[config.mk]
export PLATFORM = sky130hd
export DESIGN_NAME = ologic_tx_gearbox
export DESIGN_NICKNAME = d
export VERILOG_FILES = /design/src/rtl/ologic_pkg.sv /design/src/rtl/ologic_tx_fifo.sv /design/src/rtl/ologic_tx_gearbox.sv
export SDC_FILE = /design/constraint.sdc
export NUM_CORES = 1
export LEC_CHECK = 0
export CELL_PAD_IN_SITES_DETAIL_PLACEMENT = 0
export CELL_PAD_IN_SITES_GLOBAL_PLACEMENT = 1
export CORE_UTILIZATION = 45
export DETAILED_ROUTE_END_ITERATION = 8
export HOLD_SLACK_MARGIN = 0.05
export PLACE_DENSITY = 0.73
export SYNTH_ARGS = -nofsm -noshare
export SYNTH_HDL_FRONTEND = slang
export SYNTH_SLANG_ARGS = --single-unit
[constraint.sdc]
create_clock -name gsclk_ol -period 8.3 [get_ports gsclk_ol]
set_clock_uncertainty 0.05 [all_clocks]
set_input_delay 1.66 -clock gsclk_ol [delete_from_list [all_inputs] [get_ports gsclk_ol]]
set_output_delay 1.66 -clock gsclk_ol [all_outputs]
set_load 0.02 [all_outputs]
[src/rtl/ologic_pkg.sv]
// ologic_pkg
//   Shared types and constants for the OLOGIC transmit gearbox slice.
//   - state_t      : alignment/run state of the gearbox
//   - UF_CNT_W     : width of the saturating underflow counter
//   - UF_CNT_MAX   : saturation value of that counter
//   - IDLE_BIT     : bit value replicated to form the default idle pattern
package ologic_pkg;

  typedef enum logic [1:0] {
    ST_UNLOCKED = 2'd0,
    ST_LOCKING  = 2'd1,
    ST_RUN      = 2'd2
  } state_t;

  localparam int                  UF_CNT_W   = 16;
  localparam logic [UF_CNT_W-1:0] UF_CNT_MAX = '1;
  localparam logic                IDLE_BIT   = 1'b0;

endpackage

[src/rtl/ologic_tx_fifo.sv]
// ologic_tx_fifo
//   Synchronous FIFO holding double-width words ahead of the gearbox.
//   Pointers carry one extra wrap bit so full and empty are told apart
//   without a separate occupancy counter. No write-to-read bypass: a word
//   written at one edge is visible on rd_data from the following cycle.
// Ports:
//   gsclk_ol  in   clock
//   rst       in   synchronous active-high reset (empties the FIFO)
//   push      in   write wr_data when not full
//   pop       in   advance the read pointer when not empty
//   flush     in   discard all contents this edge (wins over push/pop)
//   wr_data   in   word to write
//   rd_data   out  word at the head of the FIFO
//   full      out  no free entry
//   empty     out  no stored entry
module ologic_tx_fifo #(
  parameter int W     = 64,
  parameter int DEPTH = 4
) (
  input  logic         gsclk_ol,
  input  logic         rst,
  input  logic         push,
  input  logic         pop,
  input  logic         flush,
  input  logic [W-1:0] wr_data,
  output logic [W-1:0] rd_data,
  output logic         full,
  output logic         empty
);

  localparam int AW = $clog2(DEPTH);

  logic [W-1:0] mem [DEPTH];
  logic [AW:0]  wr_ptr;
  logic [AW:0]  rd_ptr;

  assign empty   = (wr_ptr == rd_ptr);
  assign full    = (wr_ptr[AW] != rd_ptr[AW]) && (wr_ptr[AW-1:0] == rd_ptr[AW-1:0]);
  assign rd_data = mem[rd_ptr[AW-1:0]];

  // NOTE: sequential state is always assigned with <= so every register
  // samples the pre-edge value of every other register.
  always_ff @(posedge gsclk_ol) begin
    if (rst || flush) begin
      wr_ptr <= '0;
      rd_ptr <= '0;
    end else begin
      if (push && !full) wr_ptr <= wr_ptr + 1'b1;
      if (pop && !empty) rd_ptr <= rd_ptr + 1'b1;
    end
  end

  // NOTE: the storage array has no reset; the pointers alone decide which
  // entries are meaningful, so clearing the array would only cost logic.
  always_ff @(posedge gsclk_ol) begin
    if (push && !full) mem[wr_ptr[AW-1:0]] <= wr_data;
  end

endmodule

[src/rtl/ologic_tx_gearbox.sv]
// ologic_tx_gearbox
//   2:1 transmit gearbox feeding the OLOGIC serializers. Double-width words
//   are queued in a small FIFO and emitted as two half-words, low half first,
//   phase-locked to the align_ol toggle. Lock is declared after LOCK_CNT
//   consecutive toggles; a missing toggle in RUN drops lock, flushes the
//   queue and pulses align_err. Idle word slots inserted while locked are
//   counted in a saturating counter.
// Ports:
//   gsclk_ol       in   OLOGIC fabric clock
//   rst            in   synchronous active-high reset
//   align_ol       in   alignment phase, toggles every cycle when healthy
//   in_data        in   word; per lane low DW bits sent first, high DW second
//   in_valid       in   in_data valid
//   in_ready       out  word accepted when in_valid && in_ready
//   ol_data        out  registered half-word to OLOGIC
//   ol_first       out  ol_data holds the low half of a word (or idle slot)
//   locked         out  state is RUN
//   align_err      out  one-cycle pulse on loss of alignment
//   underflow_cnt  out  saturating count of idle word slots while locked
module ologic_tx_gearbox
  import ologic_pkg::*;
#(
  parameter int             DW         = 4,
  parameter int             LANES      = 8,
  parameter int             FIFO_DEPTH = 4,
  parameter int             LOCK_CNT   = 4,
  parameter logic [DW-1:0]  IDLE_PAT   = {DW{IDLE_BIT}}
) (
  input  logic                  gsclk_ol,
  input  logic                  rst,
  input  logic                  align_ol,
  input  logic [2*DW*LANES-1:0] in_data,
  input  logic                  in_valid,
  output logic                  in_ready,
  output logic [DW*LANES-1:0]   ol_data,
  output logic                  ol_first,
  output logic                  locked,
  output logic                  align_err,
  output logic [UF_CNT_W-1:0]   underflow_cnt
);

  localparam int                WW        = 2 * DW * LANES;
  localparam int                OW        = DW * LANES;
  localparam int                LCW       = $clog2(LOCK_CNT + 1);
  localparam logic [OW-1:0]     IDLE_WORD = {LANES{IDLE_PAT}};

  state_t               state;
  logic [LCW-1:0]       lock_cnt;
  logic                 align_q;
  logic [OW-1:0]        hold;
  logic [UF_CNT_W-1:0]  uf_cnt_q;

  logic                 toggle;
  logic                 load_edge;
  logic                 in_run;
  logic                 fifo_push;
  logic                 fifo_pop;
  logic                 fifo_flush;
  logic                 fifo_full;
  logic                 fifo_empty;
  logic [WW-1:0]        fifo_head;
  logic [OW-1:0]        head_lo;
  logic [OW-1:0]        head_hi;

  assign toggle        = (align_ol != align_q);
  assign load_edge     = align_ol && toggle;
  assign in_run        = (state == ST_RUN);
  assign in_ready      = locked && !fifo_full;
  assign fifo_push     = in_valid && in_ready;
  assign fifo_pop      = in_run && load_edge && !fifo_empty;
  // A missed toggle in RUN discards the queue; this also drops any push
  // arriving on that same edge.
  assign fifo_flush    = in_run && !toggle;
  assign underflow_cnt = uf_cnt_q;

  ologic_tx_fifo #(
    .W     (WW),
    .DEPTH (FIFO_DEPTH)
  ) u_fifo (
    .gsclk_ol (gsclk_ol),
    .rst      (rst),
    .push     (fifo_push),
    .pop      (fifo_pop),
    .flush    (fifo_flush),
    .wr_data  (in_data),
    .rd_data  (fifo_head),
    .full     (fifo_full),
    .empty    (fifo_empty)
  );

  // Split the head word into per-lane low and high halves.
  // NOTE: every variable written here gets a default first so no path
  // leaves it unassigned and no latch is inferred.
  always_comb begin
    head_lo = '0;
    head_hi = '0;
    for (int l = 0; l < LANES; l++) begin
      head_lo[l*DW +: DW] = fifo_head[l*2*DW      +: DW];
      head_hi[l*DW +: DW] = fifo_head[l*2*DW + DW +: DW];
    end
  end

  always_ff @(posedge gsclk_ol) begin
    if (rst) begin
      state     <= ST_UNLOCKED;
      lock_cnt  <= '0;
      align_q   <= 1'b0;
      ol_data   <= IDLE_WORD;
      ol_first  <= 1'b0;
      locked    <= 1'b0;
      align_err <= 1'b0;
      uf_cnt_q  <= '0;
      hold      <= IDLE_WORD;
    end else begin
      align_q   <= align_ol;
      // Idle unless a branch below emits data; hold is consumed once.
      align_err <= 1'b0;
      ol_data   <= IDLE_WORD;
      ol_first  <= 1'b0;
      hold      <= IDLE_WORD;
      locked    <= 1'b0;

      unique case (state)
        ST_UNLOCKED: begin
          if (toggle) begin
            state    <= ST_LOCKING;
            lock_cnt <= LCW'(1);
          end
        end

        ST_LOCKING: begin
          if (!toggle) begin
            state    <= ST_UNLOCKED;
            lock_cnt <= '0;
          end else if (lock_cnt == LCW'(LOCK_CNT - 1)) begin
            state    <= ST_RUN;
            lock_cnt <= LCW'(LOCK_CNT);
            locked   <= 1'b1;
          end else begin
            lock_cnt <= lock_cnt + 1'b1;
          end
        end

        ST_RUN: begin
          if (!toggle) begin
            // Loss of alignment: the pending high half is dropped because
            // ol_data and hold fall back to their idle defaults above.
            state     <= ST_UNLOCKED;
            lock_cnt  <= '0;
            align_err <= 1'b1;
          end else begin
            locked <= 1'b1;
            if (load_edge) begin
              ol_first <= 1'b1;
              if (!fifo_empty) begin
                ol_data <= head_lo;
                hold    <= head_hi;
              end else if (uf_cnt_q != UF_CNT_MAX) begin
                uf_cnt_q <= uf_cnt_q + 1'b1;
              end
            end else begin
              ol_data <= hold;
            end
          end
        end

        default: begin
          state    <= ST_UNLOCKED;
          lock_cnt <= '0;
        end
      endcase
    end
  end

endmodule

Word level (Yosys, flattened, before mapping)

Memory sizes are Yosys's and may differ from the RTL's. A register that Yosys moved wholly into a read port is not among the register bits.
Index checks and enable logic that the tools add are counted.

Memory bits (writable): 256
Register bits: 95
Memories: 1
Output and inout bits: 52
Bits in latches: 0
Logic and storage cells: 72
Memory bits (read-only): 0

Reductions and logical operators: 20
Divide/modulo/power cells: 0
Add/sub/neg operators: 4
Equal/unequal tests: 11
Shift-type cells: 0
Multipliers: 0
Multiplexer cells: 22
Bitwise gates (word level): 3
Order comparisons: 0

Memories:

| name       | depth | width | rd ports | clocked after memory_dff | wr ports | RTL line             | source |
|---|---|---|---|---|---|---|---|
| u_fifo.mem | 4     | 64    | 1        | 1                        | 1        | ologic_tx_fifo.sv:33 | `logic [W-1:0] mem [DEPTH];` |

Operators by type and width:

| kind                  | number |
|---|---|
| $mux 32               | 2 |
| $add 16x1->16 const B | 1 |
| $ne 16x16->1 const B  | 1 |
| $mux 2                | 6 |
| $mux 3                | 4 |
| $add 3x1->3 const B   | 3 |
| $logic_and 1x1->1     | 9 |
| $pmux 3 s3            | 1 |
| $mux 1                | 7 |
| $pmux 2 s3            | 1 |
| $reduce_and 5->1      | 1 |
| $reduce_or 5->1       | 1 |
| $ne 2x2->1 const B    | 2 |
| $eq 3x2->1 const B    | 1 |
| $eq 3x3->1            | 1 |
| $logic_not 1->1       | 3 |
| $ne 3x3->1 const B    | 1 |
| $not 1->1             | 3 |
| $reduce_and 3->1      | 1 |
| $reduce_or 3->1       | 1 |
| $eq 2x1->1 const B    | 1 |
| $eq 2x2->1            | 1 |
| $eq 2x2->1 const B    | 1 |
| $logic_not 2->1       | 1 |
| 5 further kinds       | 6 |

Depth between registers and ports, before layout

Depth in word-level cells: 8
Gate-level depth with buffers: 8
Gate-level depth less buffers: 7

Cells and area by module

From an unflattened synthesis, not the netlist that was laid out.

Cells, all modules: 687
Area, all modules: 12893.6 µm²

By module, submodules not included:

| module            | area an instance (µm²) | cells each | times used |
|---|---|---|---|
| ologic_tx_fifo    | 9781.9                 | 402        | 1 |
| ologic_tx_gearbox | 3111.7                 | 285        | 1 |

Worst setup path before layout

OpenSTA, ideal clock, no wires.

Path type: input to register
From: in in_valid
To: mem u_fifo.mem[3][0], enable pin
Required time: 7.820 ns
Data arrival time: 3.844 ns
Cell stages on the path: 3
Setup slack: 3.975 ns
Path buffers: 0
Setup time: 0.430 ns
Cell sequence: inv_1 > a311oi_1 > and2_1

Cells in the longest elaborated chain, start to end: 4

Ends and longest elaborated chain:

| item                         | RTL line                | source |
|---|---|---|
| start, declared              | ologic_tx_gearbox.sv:33 | `input logic in_valid,` |
| $logic_and 1x1->1            | ologic_tx_gearbox.sv:69 | `assign fifo_push = in_valid && in_ready;` |
| $logic_and 1x1->1            | ologic_tx_fifo.sv:56    | `if (push && !full) mem[wr_ptr[AW-1:0]] <= wr_data;` |
| $mux 1                       | ologic_tx_fifo.sv:56    |  |
| $mux 1 (not written as such) | ologic_tx_fifo.sv:56    |  |
| end, declared                | ologic_tx_fifo.sv:33    |  |

No other way between the ends.

Worst setup path after layout

From: in in_valid
To: mem u_fifo.mem[3][6], enable pin

Same word-level chain as after synthesis.

==> flow_summary_export.csv <==
group,metric,value,unit
synthesis,muxShareOfSynthArea,11.81,%
synthesis,synth_cell_types,43,
synthesis,ys_ff_latch,353,
place,gp_congestion,0.8033,
clock_tree,cts_root_buf,"clkbuf_16",
timing,slew_viol_final,0,
critical_path,worst-setup-path-type,"input pin to flop",
drt,drt_iter0_markers,417,
die,rows,61,
clock_tree,numCtsBuffers,37,
timing,timing.final.ws_setup,4.353,ns
synthesis,synth_compound_area_share,3.684,%
synthesis,synth_fa_ha_area_share,1.277,%
layout,layout-drive-gt1-share,17.88,%
critical_path,required,8.38,ns
place,hpwl,14670,um
drt,detail_route.wl_per_cell,20.28,um
timing,min_period,3.947,ns
die,die_w,170.2,um
layout,final_core_util,56.15,%
clock_tree,cts_resized,0,
synthesis,netlist_instances,672,
drt,ant_nets,0,
die,ios,120,
critical_path,critPathCaptureType,"flop",
critical_path,cp_cell_sequence,"clkdlybuf4s50_1 > inv_1 > a311oi_1 > and2_2 > buf_4",
timing,setup_viol,0,
critical_path,max_stage_delay,0.79,ns
global_routing,grt_pass1_wl,38420,um
synthesis,synthXorXnorAreaFrac,1.032,%
power,power_density,230.7,nW/um^2
clock_tree,hold_buffers,0,
run_status,status,"complete, no violations",
drt,viasPerCell,5.272,
drt,drc,0,
clock_tree,cts.sinks,353,
global_routing,grt_pass1_vias,6835,
clock_tree,htreeDepth,2,
synthesis,synth_fp_nets,753,
synthesis,synthSimpleGateAreaFrac,5.158,%
clock_tree,clock_latency,0.51,ns
global_routing,grt_max_degree,66,
synthesis,yosysSeqAreaShare,75.61,%
global_routing,antenna_found_initial,1,
timing,fin_crit_sh,47.56,%
synthesis,avgSynthCellArea,18.95,um^2
layout,area_delta_synth_final,22.49,%
clock_tree,cts_tree,"done",
critical_path,slowest_stage,"buf_4",
synthesis,ys_warn_count,0,
layout,nNetsFinal,891,
power,p_total,3599,uW
die,dieArea,28980,um^2
synthesis,synth_top_family_by_area,"multiplexers",
clock_tree,cts_buffer_depth,3,
power,ir_drop,162.1,uV
drt,vias,6421,
critical_path,critical_path_buf_inv_count,3,
job,maxCapViolations,0,
timing,tightest_slew,1.110,ns
min_path,holdCritPathClass,"flop to flop",
critical_path,start_kind,"input pin",
synthesis,netlist_area,12730,um^2
drt,first_pass_iters,4,
die,initial_utilization,45.84,%
power,p_leak,0.005143,uW
place,pre_cts_ws,3.837,ns
drt,wirelength,24710,um
die,die_y,170.2,um
critical_path,cpLargestDelayFamily,"buffers and inverters",
critical_path,cp_max_fo,65,
timing,fin_tns_setup,0,ns
clock_tree,cts_setup_buffers,0,
timing,grt_setup_unrepaired,"no",
global_routing,grt_overflow_total,0,
die,core_area,27780,um^2
timing,max_slew_margin,26.02,%
timing,max_freq,253.3,MHz
timing,hold_viol_final,0,
global_routing,grt_use_total,17.76,%
critical_path,arrival,4.03,ns
clock_tree,path_clk_slew,0.06,ns
place,io_buffers,119,
[synthesized netlist by cell type (all sizes together)]
| cell | instances | area, um^2 |
|---|---|---|
| nand3 | 9 | 45.04 |
| buf | 11 | 61.31 |
| nand4 | 5 | 43.79 |
| mux4 | 64 | 1441 |
| nor4b | 1 | 8.760 |
| mux2 | 2 | 22.52 |
| inv | 12 | 45.04 |
| nand2 | 10 | 37.54 |
| edfxtp | 256 | 7687 |
| and3 | 34 | 212.7 |
| and4 | 1 | 10.01 |
| nand4b | 1 | 8.760 |
| a311oi | 2 | 17.52 |
| or4 | 2 | 15.01 |
| a211o | 1 | 8.760 |
| mux2i | 4 | 40.04 |
| nor2b | 4 | 25.02 |
| a22o | 30 | 262.8 |
| a211oi | 4 | 30.03 |
| a31oi | 1 | 6.260 |
| a21oi | 16 | 83.83 |
| nand2b | 5 | 31.28 |
| ha | 13 | 162.7 |
| a31o | 2 | 17.52 |
| and2 | 7 | 43.79 |
| nor4 | 2 | 12.51 |
| o21ai | 5 | 25.02 |
| xnor2 | 9 | 105.1 |
| nor3 | 6 | 35.03 |
| dfxtp | 97 | 1942 |
| a41o | 1 | 10.01 |
| nor2 | 28 | 105.1 |
| clkbuf | 20 | 75.07 |
| o31ai | 1 | 7.510 |
| or3 | 2 | 12.51 |
| xor2 | 3 | 26.28 |
| and4b | 1 | 10.01 |
[final cells by class]
| cell class | instances | area, um^2 |
|---|---|---|
| Multi-Input combinational cell | 276 | 2934 |
| Clock buffer | 48 | 1020 |
| Inverter | 12 | 45.04 |
| Antenna cell | 1 | 2.502 |
| Tap cell | 378 | 473.0 |
| Timing Repair Buffer | 130 | 1274 |
| Fill cell | 2154 | 12180 |
| Clock inverter | 20 | 216.5 |
| Sequential cell | 353 | 9634 |
[per-layer routing]
layer  track usage (%)  wire length (um)  up-vias
li1                  -                 -     2949
met3             3.558              1192       42
met1             23.11             10720     3271
met2             30.17             12260      159
met4             5.288               532        0
met5                 0                 0        -
[where the power goes]
group	total (uW)	internal, uW	switching [uW]	leakage, uW
registers	1890	1890	1.65	0.00308
logic	63.7	34.1	29.6	0.00147
clock network	1650	998	647	0.000593
total	3600	2920	679	0.00514
[through the flow]
stage | cells | hold slack [ns] | instance area, um^2
after floorplan | 672 | 0.3695 | 12730
after global placement | 1149 | 0.3784 | 14360
after detailed placement | 1149 | 0.3863 | 14360
after CTS | 1217 | 0.3964 | 15600
after global routing | 1217 | 0.4050 | 15600
final | 1218 | 0.3932 | 15600
[worst register-to-register path, cell delays in order (launching register included)]
cell and delay, ns:
dfxtp_1 0.47, xnor2_2 0.16, a311oi_1 0.79, and2_2 0.26, buf_4 0.79
[logic make-up after synthesis]
logic type,Yosys count
AO/OA/AOI/OAI,63
XOR/XNOR,12
adder cells (fa/ha/maj),13
buffers and inverters,43
flip-flops,353
multiplexers,70
AND/OR/NAND/NOR,118
[placed cells by master (no fill, tap or decap), types with 7 or more instances in the layout]
cell type and count:
a21oi_1 15, nor2_1 26, inv_1 12, clkbuf_16 39, dfxtp_1 95, clkdlybuf4s50_1 119
ha_1 13, clkbuf_1 8, nand2_1 10, buf_4 11, xnor2_1 7, mux4_2 64
a22o_1 30, edfxtp_1 256, and3_1 34, nand3_1 9
[registers in the layout, summed over array words and instances, names as in the netlist, named ones only]
name           cells
align_err          1
u_fifo.mem       256
ol_data           32
ol_first           1
align_q            1
u_fifo.rd_ptr      3
state              2
underflow_cnt     16
lock_cnt           3
locked             1
u_fifo.wr_ptr      3
hold              32
[final timing paths]
check / startpoint / end / slack [ns] / depth (start not counted)
worst max-delay path: in_valid / u_fifo.mem[3][6] / 4.35 / 5
worst min-delay path: hold[0] / ol_data[0] / 0.39 / 1
worst max register to register: u_fifo.wr_ptr[0] / u_fifo.mem[3][6] / 5.35 / 4
worst min register to register: hold[0] / ol_data[0] / 0.39 / 1
Power figures use the tool's default switching activity.
==> variant 1, RTL diff (same settings) <==
Re-encode `state_t` (3 states) as one-hot, 3 bits wide.
--- a/src/rtl/ologic_pkg.sv
+++ b/src/rtl/ologic_pkg.sv
@@ -6,10 +6,10 @@
 //   - IDLE_BIT     : bit value replicated to form the default idle pattern
 package ologic_pkg;
 
-  typedef enum logic [1:0] {
-    ST_UNLOCKED = 2'd0,
-    ST_LOCKING  = 2'd1,
-    ST_RUN      = 2'd2
+  typedef enum logic [2:0] {
+    ST_UNLOCKED = 3'b001,
+    ST_LOCKING  = 3'b010,
+    ST_RUN      = 3'b100
   } state_t;
 
   localparam int                  UF_CNT_W   = 16;
Formal check against the unedited RTL: same outputs for any inputs over 4 cycles, from zero or initial values and one cycle with rst high; so few cycles prove little.
==> variant 1 against the unedited design <==
Wire length fell by 0.86%. Area after synthesis rose by 2.0%. Via count rose by 3.4%. Sequential cell count rose by 1. Die area rose by 1.9%. Cell area rose by 1.1%. First-iteration DRC count rose by 7.7%. Setup slack improved by 0.12 ns. Total power rose by 0.59%.
==> variant 1: results (changes against the unedited design) <==
synth cell count leaders -> edfxtp_1, dfxtp_1, mux4_2, and2_1, nor2_1
root buf cell -> clkbuf_16
Critical Path Fanout Max -> 6 (-91%)
first-pass GRT wire length -> 38000 um (-1.0%)
max reg flops -> 256 (unchanged)
vias per cell -> 5.36 (+1.6%)
Cell Count, Final, Fillers Out -> 1239 (+1.7%)
async set-reset flop share out of synthesis -> 0% (unchanged)
Peak supply drop -> 0.187 mV (+15%)
Setup Buffers After CTS -> 0 (unchanged)
Slowest-stage cell, CP -> clkdlybuf4s50_1
Adder-Cell Fraction of Synth Area -> 0.964% (-0.31 points)
Final nets -> 910 (+2.1%)
Synth Area in Compound Gates -> 3.35% (-0.33 points)
H-tree depth -> 2 (unchanged)
syn_nets -> 782 (+3.9%)
gpl congestion -> 0.782 (-2.6%)
initial antenna violation count -> 3 (+2)
Gate Count Post-Synth -> 704 (+4.8%)
Synth area leaders -> edfxtp_1, dfxtp_1, mux4_2
dpl cell area -> 0.0145 sq mm (+1.2%)
mux share of post-synthesis cell area -> 11.9% (+0.14 points)
Distinct cells, synth -> 51 (+19%)
total track usage -> 17.1% (-0.67 points)
outcome -> complete, no violations
clock-pin slew on the worst setup and hold paths -> 0.06 ns (about the same)
share of cells above drive strength 1 -> 16.7% (-1.1 points)
CP required -> 6.59 ns (-1.79 ns)
Detailed Place HPWL -> 13900 um (-5.2%)
Initial DRT Pass Iterations -> 7 (+3)
slowest stage delay, CP -> 0.60 ns (-0.19 ns)
Slew @ Worst Pin -> 1.05 ns (-0.0635 ns)
Post-Synth XOR/XNOR Area -> 0.915% (-0.12 points)
iteration-0 DRC count of the detailed router -> 449 (+7.7%)
Yosys warning total -> 0 (unchanged)
Routed WL per cell -> 19.8 um (-2.5%)
vias in the first global route -> 6986 (+2.2%)
CTS buffer count -> 37 (unchanged)
Seq/Total Area, Yosys -> 74.3% (-1.3 points)
leakage -> 5.05 nW (-1.8%)
[variant 1: cell types whose count changed in the layout (fill, tap and decap cells not counted), moves of 6 or more]
cell | unedited run | this run
a22o_1 | 30 | 22
and2_1 | 3 | 32
and3_1 | 34 | 2
buf_4 | 11 | 5
nand2_1 | 10 | 18
nand3_1 | 9 | 21
nor4_1 | 2 | 9
[variant 1: final cells by class]
type / count / area [sq um]
diodes: 1 / 2.50
clock buffers: 51 / 1080
clock inverters: 16 / 161
fillers: 2195 / 12300
inverters: 8 / 30.0
multi-input cells: 307 / 3140
flip-flops and latches: 354 / 9660
well taps: 378 / 473
repair buffers: 124 / 1230
[variant 1: stage by stage]
| step | util, % | setup slack (ns) |
|---|---|---|
| 4_1_cts | 56.1 | 4.42 |
| 3_3_place_gp | 51.7 | 4.03 |
| 3_5_place_dp | 51.7 | 3.92 |
| 2_1_floorplan | - | 2.67 |
| 5_1_grt | 56.1 | 4.23 |
| 6_report | 56.2 | 4.47 |
[variant 1: layer usage]
metal  global-route usage [%]  routed length (um)
met4                     5.31                 557
met5                        0                  27
met1                     22.1               10300
met2                     28.6               12100
met3                     4.10                1470
[variant 1: logic make-up (layout without fill, tap and decap cells)]
logic type | count (synthesis) | after routing
compound gates | 61 | 61
mux | 74 | 74
buf+inv | 43 | 199
simple gates | 151 | 151
fa+ha+maj | 10 | 10
flops | 354 | 354
other cells | 0 | 1
xor+xnor | 11 | 11
[variant 1: final timing paths]
path | start | endpoint | slack (ns) | depth (start not counted)
setup / recovery | u_fifo.wr_ptr[0] | in_ready | 4.47 | 3
hold / removal | hold[0] | ol_data[0] | 0.40 | 1
setup reg to reg | align_q | ol_data[13] | 5.77 | 7
hold reg to reg | hold[0] | ol_data[0] | 0.40 | 1
[variant 1: report_power, final]
part | internal, mW | total, mW | switching [mW]
clock network | 1.01 | 1.66 | 0.651
registers | 1.89 | 1.90 | 0.00403
logic | 0.0343 | 0.0633 | 0.0290
total | 2.94 | 3.62 | 0.684
[variant 1: worst max-delay path: cells and delay by family (launching register included)]
kind | cells | cell delay [ns]
buf+inv | 1 | 0.60
flops | 1 | 0.49
xor+xnor | 1 | 0.33
compound gates | 1 | 0.19
==> variant 2, RTL diff (config.mk and constraints unchanged) <==
Without the edit above. Change the parameter `DW` from 4 to 6.
--- a/src/rtl/ologic_tx_gearbox.sv
+++ b/src/rtl/ologic_tx_gearbox.sv
@@ -20,7 +20,7 @@
 module ologic_tx_gearbox
   import ologic_pkg::*;
 #(
-  parameter int             DW         = 4,
+  parameter int             DW         = 6,
   parameter int             LANES      = 8,
   parameter int             FIFO_DEPTH = 4,
   parameter int             LOCK_CNT   = 4,
Ports: changed (resized in_data and ol_data); port bits go from 120 to 168. The function was not compared with the original's and may differ.
==> variant 2 against the unedited design <==
Cell area increased by 42%. Fmax down 8.4%. Via count rose by 39%. Wire length grew 48%. Highest routed layer unchanged. Sequential cell count rose by 160. Setup slack got worse by 0.36 ns. Area after synthesis is 44% higher. Clock power grew 36%. Total power up 41%.
==> variant 2: results (changes against the unedited design) <==
vias in the first global route -> 9419 (+38%)
WP data arrival -> 4.46 ns (+0.43 ns)
share of cells above drive strength 1 -> 17.7% (-0.17 points)
Routed WL per cell -> 22.0 um (+8.5%)
DP Cell Count -> 1570 (+37%)
first-pass GRT wire length -> 55800 um (+45%)
max reg flops -> 384 (+50%)
WL met2 -> 18200 um (+48%)
Cell Count, Final, Fillers Out -> 1667 (+37%)
met3 routed WL -> 1800 um (+51%)
dpl cell area -> 0.0206 sq mm (+43%)
iteration-0 DRC count of the detailed router -> 475 (+14%)
total track usage -> 17.9% (+0.18 points)
Synth area leaders -> edfxtp_1, dfxtp_1, mux4_2
number of flops mapped to enable cells by yosys -> 384 (+50%)
CTS buffer count -> 52 (+41%)
syn_nets -> 1030 (+37%)
Hold Slack -> 0.396 ns (+0.00249 ns)
leakage -> 7.26 nW (+41%)
port buffer count -> 167 (+40%)
synth cell count leaders -> edfxtp_1, dfxtp_1, mux4_2, and3_1, a22o_1
Critical Path Fanout Max -> 58 (-11%)
worst-skew pair later-pin latency -> 0.57 ns (+0.06 ns)
gpl congestion -> 0.716 (-11%)
pre-CTS setup slack -> 3.34 ns (-0.498 ns)
Distinct cells, synth -> 48 (+12%)
outcome -> complete, no violations
syn avg cell area -> 20.0 sq um (+5.6%)
Slew @ Worst Pin -> 1.21 ns (+0.0976 ns)
Peak supply drop -> 0.181 mV (+12%)
largest net degree at the start of global routing -> 67 (+1.5%)
R2R setup slack -> 4.87 ns (-0.48 ns)
variant 2: routing by layer:
| layer | track usage, % | vias up |
|---|---|---|
| met5 | 0 | - |
| li1 | - | 4087 |
| met3 | 3.28 | 58 |
| met2 | 29.7 | 246 |
| met1 | 24.4 | 4562 |
| met4 | 4.96 | 0 |
variant 2: worst paths after layout:
path / to / depth (start not counted) / startpoint
setup / recovery: u_fifo.mem[2][22] / 5 / in_valid
hold / removal: ol_data[3] / 1 / hold[3]
setup reg to reg: u_fifo.mem[2][22] / 4 / u_fifo.wr_ptr[1]
hold reg to reg: ol_data[3] / 1 / hold[3]
variant 2: where the power goes:
group / total, mW / switching, mW / internal, mW
Clock: 2.24 / 0.924 / 1.32
Sequential: 2.75 / 0.00169 / 2.75
Combinational: 0.0902 / 0.0415 / 0.0488
Total: 5.09 / 0.967 / 4.12
variant 2: kinds of logic (layout without fill, tap and decap cells):
kind of cell,count (synthesis),after routing,share of synthesized area [%]
XOR/XNOR,7,7,0.416
multiplexers,104,104,12.3
AO/OA/AOI/OAI,89,89,3.72
other,0,1,0
adder cells (fa/ha/maj),13,13,0.886
flip-flops,513,513,76.9
buffers and inverters,62,286,1.55
AND/OR/NAND/NOR,129,129,4.28
variant 2: final cells by class:
class                           count  area (sq um)
Fill cell                        3072         17800
Sequential cell                   513         14100
Multi-Input combinational cell    342          4000
Timing Repair Buffer              178          1750
Clock buffer                       73          1420
Tap cell                          525           657
Clock inverter                     23           226
Inverter                           12          45.0
Antenna cell                        1          2.50
variant 2: critical path, stage by stage:
cell             delay (ns)
clkdlybuf4s50_1        0.49
inv_1                  0.04
a311oi_1               0.67
and2_4                 0.88
buf_4                  0.63
